File: config.mk
export PLATFORM = sky130hd
export DESIGN_NAME = imm_extend_stage
export DESIGN_NICKNAME = d
export VERILOG_FILES = /design/src/rtl/imm_extend_stage.sv
export SDC_FILE = /design/constraint.sdc
export NUM_CORES = 1
export LEC_CHECK = 0
export ABC_AREA = 1
export CAP_MARGIN = 20
export CORE_ASPECT_RATIO = 0.7
export CORE_MARGIN = 2
export CORE_UTILIZATION = 49
export DETAILED_ROUTE_END_ITERATION = 16
export PLACE_DENSITY = 0.93
export SYNTH_ARGS = -nofsm -noshare
export SYNTH_HDL_FRONTEND = slang
export SYNTH_SLANG_ARGS = --single-unit
File: constraint.sdc
create_clock -name clk -period 2.3 [get_ports clk]
set_input_delay 0.46 -clock clk [delete_from_list [all_inputs] [get_ports clk]]
set_output_delay 0.46 -clock clk [all_outputs]
set_load 0.01 [all_outputs]
File: src/rtl/imm_extend_stage.sv
// -----------------------------------------------------------------------------
// imm_extend_stage
// Registered immediate-extension stage for the MIPS32 datapath. Widens an
// IN_W-bit immediate to OUT_W bits in one of four runtime modes (zero, sign,
// upper/LUI placement, ones). The result is held behind a valid/ready handshake.
//
// Build option:
//   IMM_EXT_SKID_EN  defined   -> 2-entry skid buffer. in_ready_o comes straight
//                                 from a flop, so out_ready_i never reaches it
//                                 through logic.
//                    undefined -> single output register.
//                                 in_ready_o = !out_valid_o | out_ready_i.
//
// Ports:
//   clk, rst_n     clock, asynchronous active-low reset
//   in_valid_i     upstream offers an immediate and a mode
//   in_ready_o     stage accepts this cycle
//   in_imm_i       IN_W-bit immediate
//   in_mode_i      00 zero, 01 sign, 10 upper, 11 ones
//   out_valid_o    out_data_o / out_mode_o hold a result
//   out_ready_i    downstream accepts this cycle
//   out_data_o     OUT_W-bit extended result
//   out_mode_o     mode echoed with the result
// -----------------------------------------------------------------------------
module imm_extend_stage #(
    parameter int unsigned IN_W  = 16,
    parameter int unsigned OUT_W = 32
) (
    input  logic             clk,
    input  logic             rst_n,
    input  logic             in_valid_i,
    output logic             in_ready_o,
    input  logic [IN_W-1:0]  in_imm_i,
    input  logic [1:0]       in_mode_i,
    output logic             out_valid_o,
    input  logic             out_ready_i,
    output logic [OUT_W-1:0] out_data_o,
    output logic [1:0]       out_mode_o
);

    localparam int unsigned PAD_W = OUT_W - IN_W;

    localparam logic [1:0] MODE_ZERO  = 2'b00;
    localparam logic [1:0] MODE_SIGN  = 2'b01;
    localparam logic [1:0] MODE_UPPER = 2'b10;
    localparam logic [1:0] MODE_ONES  = 2'b11;

    typedef struct packed {
        logic [1:0]       mode;
        logic [OUT_W-1:0] data;
    } entry_t;

    typedef enum logic [1:0] {
        ST_EMPTY = 2'd0,
        ST_ONE   = 2'd1,
        ST_TWO   = 2'd2
    } state_e;

    state_e state_q, state_d;
    entry_t out_q, out_d;
    entry_t new_entry;
    logic   out_valid_q;
    logic   in_fire, out_fire;

    logic [OUT_W-1:0] imm_zext;
    logic [OUT_W-1:0] hi_mask;

    // Bits above the immediate; all-zero when IN_W == OUT_W, so every mode
    // degenerates to a plain pass-through.
    assign imm_zext = OUT_W'(in_imm_i);
    assign hi_mask  = ~OUT_W'({IN_W{1'b1}});

    // Extension of the incoming immediate.
    always_comb begin
        new_entry.mode = in_mode_i;
        new_entry.data = imm_zext;
        case (in_mode_i)
            MODE_ZERO:  new_entry.data = imm_zext;
            MODE_SIGN:  new_entry.data = in_imm_i[IN_W-1] ? (imm_zext | hi_mask) : imm_zext;
            MODE_UPPER: new_entry.data = imm_zext << PAD_W;
            MODE_ONES:  new_entry.data = imm_zext | hi_mask;
            default:    new_entry.data = imm_zext;
        endcase
    end

    assign in_fire     = in_valid_i & in_ready_o;
    assign out_fire    = out_valid_o & out_ready_i;
    assign out_valid_o = out_valid_q;
    assign out_data_o  = out_q.data;
    assign out_mode_o  = out_q.mode;

`ifdef IMM_EXT_SKID_EN

    entry_t skid_q, skid_d;
    logic   in_ready_q;

    assign in_ready_o = in_ready_q;

    // State register plus the datapath and handshake flops.
    always_ff @(posedge clk or negedge rst_n) begin
        if (!rst_n) begin
            state_q     <= ST_EMPTY;
            out_q       <= '0;
            skid_q      <= '0;
            out_valid_q <= 1'b0;
            in_ready_q  <= 1'b1;
        end else begin
            state_q     <= state_d;
            out_q       <= out_d;
            skid_q      <= skid_d;
            out_valid_q <= (state_d != ST_EMPTY);
            in_ready_q  <= (state_d != ST_TWO);
        end
    end

    // Occupancy next state.
    always_comb begin
        state_d = state_q;
        case (state_q)
            ST_EMPTY: if (in_fire) state_d = ST_ONE;
            ST_ONE: begin
                if (in_fire && !out_fire)      state_d = ST_TWO;
                else if (out_fire && !in_fire) state_d = ST_EMPTY;
            end
            ST_TWO:   if (out_fire) state_d = ST_ONE;
            default:  state_d = ST_EMPTY;
        endcase
    end

    // Entry movement: new results fill the output register when it frees up,
    // otherwise park in the skid register; the skid drains into the output.
    always_comb begin
        out_d  = out_q;
        skid_d = skid_q;
        case (state_q)
            ST_EMPTY: if (in_fire) out_d = new_entry;
            ST_ONE: begin
                if (in_fire && out_fire) out_d  = new_entry;
                else if (in_fire)        skid_d = new_entry;
            end
            ST_TWO:   if (out_fire) out_d = skid_q;
            default: begin
                out_d  = out_q;
                skid_d = skid_q;
            end
        endcase
    end

`else

    // A held result that leaves this cycle frees the register for a new one.
    assign in_ready_o = !out_valid_q | out_ready_i;

    // State register plus the datapath and valid flops.
    always_ff @(posedge clk or negedge rst_n) begin
        if (!rst_n) begin
            state_q     <= ST_EMPTY;
            out_q       <= '0;
            out_valid_q <= 1'b0;
        end else begin
            state_q     <= state_d;
            out_q       <= out_d;
            out_valid_q <= (state_d != ST_EMPTY);
        end
    end

    // Occupancy next state.
    always_comb begin
        state_d = state_q;
        case (state_q)
            ST_EMPTY: if (in_fire) state_d = ST_ONE;
            ST_ONE:   if (out_fire && !in_fire) state_d = ST_EMPTY;
            default:  state_d = ST_EMPTY;
        endcase
    end

    // Any accepted input lands in the output register.
    always_comb begin
        out_d = out_q;
        if (in_fire) out_d = new_entry;
    end

`endif

endmodule

==> results.toml <==
[logic_synthesis]
syn_area_per_cell_sq_um = 9.35
synth_edf_count = 0
synth-warning-count = 0
ys_ff_latch = 37
syn-cell-area_sq_um = 1800
yosysMostFrequentCell = "nand2_1"
yosys-top-cells-count = "nand2_1, dfrtp_1, o21ai_2"
seq_area_frac_synth_pct = 51.6
synth_cells = 192
synth_top_flop_cell = "dfrtp_1"
ys_types = 13
synthTopCellsByArea = "dfrtp_1, nand2_1, o21ai_2, buf_6, nand2_2"
yosys.area.top_type = "dfrtp_1"
ys_async_sr_fraction_pct = 100
synthesis.nets = 214
yosys.area.top_type_share_pct = 51.6

[die]
dieArea_sq_um = 4170
ios = 58
die_x_microns = 76.4
core_sq_um = 3510
dieHeight_microns = 54.6
rows = 18
start_util_pct = 51.1

[clock_network]
cts_setup_buffers = 0
cts_buffers = 5
cts_tree = "built"
cts_resized = 0
clkTransAtPathRegs_ns = 0.07
cts_max_level = 2
cts_buffer_depth = 2
cts_sinks = 37
hold_buffers = 0
cts-root-buf = "clkbuf_8"
clk-insertion-delay-late_ns = 0.29

[route]
avgViaCountPerCell = 4.73
vias = 1414
firstDrtPassIters = 4
detail-route-antenna-nets = 0
wl_per_cell_microns = 12.1
drcViolationCount = 0
routed_wl_mm = 3.61
drt_iter0_markers = 68

[placement]
portBuffers = 57
post-dp-hpwl_mm = 2.63
place_area_sq_um = 2350
gp_congestion = 0.819
place_inst = 291

[critical_path]
slowest_stage = "clkdlybuf4s50_1"
r2r-end = "out_data_o[4]"
crit_path_max_incr_delay_ns = 0.53
critPathTopFamily = "buffers and inverters"
cp.depth = 4
path_max_fanout = 2
worst_r2r_startpoint = "out_valid_o"
crit_type = "primary input to output pin"
required_ns = 1.84
crit_path_end_kind = "output pin"
crit_top_cell = "clkdlybuf4s50_1"
cp_num_buf_inv = 3
reg2reg_slack_ns = 1.27
crit_arrival_ns = 1.60
crit_chain = "clkdlybuf4s50_1 -> inv_1 -> nand2_2 -> clkdlybuf4s50_1"
rr_worst_depth = 5
start_kind = "primary input"

[power]
vdd_drop_max_v = 0.000521
p_leak_nw = 1.18
powerDensity_nw_per_um2 = 679

[cells_and_area]
antenna-diode-count = 0
seq_area_sq_um = 926
drive_above_1_share_pct = 22.9
nets = 270
final_area_sq_um = 2430
n_fill_cell = 312
fin_cells = 299
syn_to_final_growth_pct = 35.5
multi_input_area_sq_um = 684

[sta]
period_needed_ns = 2.06
slew_headroom_pct = 46.2
rsz0062_at_grt = "false"
finalHoldViolCount = 0
setup_viol = 0
max_freq_mhz = 485
fin_setup_tns_ns = 0
fin_crit_sh_pct = 89.6
worst_pin_slew_ns = 0.808
drv_slew = 0
skew_ns = 0.00433

[global_routing]
grt_pass1_wl_mm = 5.94
grt_max_degree = 42
grt_pass1_vias = 1296
grt_usage_pct = 19.3
antenna_found_initial = 0
overflow = 0

[outcome]
status = "finished, final reports clean"

[flow_run]
drv_cap = 0

[worst_hold_path]
hp-class = "primary input to asynchronous set/reset pin"
-- worst max path at each step --
stage                           start             to  slack [ns]
after floorplan           out_ready_i  out_data_o[0]        1.23
after global placement    out_ready_i     in_ready_o        0.25
after detailed placement  out_ready_i     in_ready_o        0.24
after CTS                 out_ready_i     in_ready_o        0.23
after global routing      out_ready_i     in_ready_o        0.18
final                     out_ready_i     in_ready_o        0.24
-- sequential cells by signal, summed over array words and instances, names as in the netlist --
name and count:
out_data_o 32, out_mode_o 2, out_valid_o 1, state_q 2
-- where the power goes --
group / internal, mW / switching, mW / total [mW]
logic: 0.236 / 0.210 / 0.446
registers: 0.729 / 0.0439 / 0.773
clock network: 0.210 / 0.223 / 0.432
-- per-layer routing --
layer	up-vias	routed length [microns]	global-route usage, %
met4	0	72	10.9
met2	48	1640	32.0
li1	708	-	-
met1	650	1620	22.9
met3	8	267	6.44
met5	-	0	0
-- through the flow --
| step | hold slack (ns) | power, mW | setup WS (ns) | util, % |
|---|---|---|---|---|
| 6_report | 0.250 | 1.65 | 0.239 | 69.2 |
| 5_1_grt | 0.319 | 1.73 | 0.177 | 69.2 |
| 4_1_cts | 0.271 | 1.67 | 0.231 | 69.2 |
| 3_5_place_dp | 0.411 | 1.24 | 0.236 | 66.9 |
| 3_3_place_gp | 0.406 | 1.23 | 0.254 | 66.9 |
| 2_1_floorplan | 0.164 | 1.01 | 1.23 | - |
-- cells by family after synthesis --
family | after synthesis | synth area share (%)
and+or+nand+nor | 89 | 21.4
DFF | 37 | 51.6
AOI/OAI and AO/OA | 36 | 16.5
buffers and inverters | 29 | 10.3
other | 1 | 0.209
-- cell usage in the layout, fill, tap and decap left out --
cell and instances:
buf_12 2, nand2_4 3, dfrtp_1 37, conb_1 1, nand2_1 75, o21ai_1 3, nand2_2 11, inv_2 2
o21ai_2 31, buf_2 1, clkinv_2 2, a21oi_1 2, inv_1 17, clkbuf_1 1, clkdlybuf4s50_1 56, clkbuf_8 5
-- final cells by class --
cell class              instances  area share, %
clock buffers                   6           2.98
clock inverters                 2          0.412
inverters                      19           2.93
multi-input cells             126           28.1
flip-flops and latches         37           38.1
well taps                      50           2.57
repair buffers                 59           24.9
(Power assumes the default switching activity.)
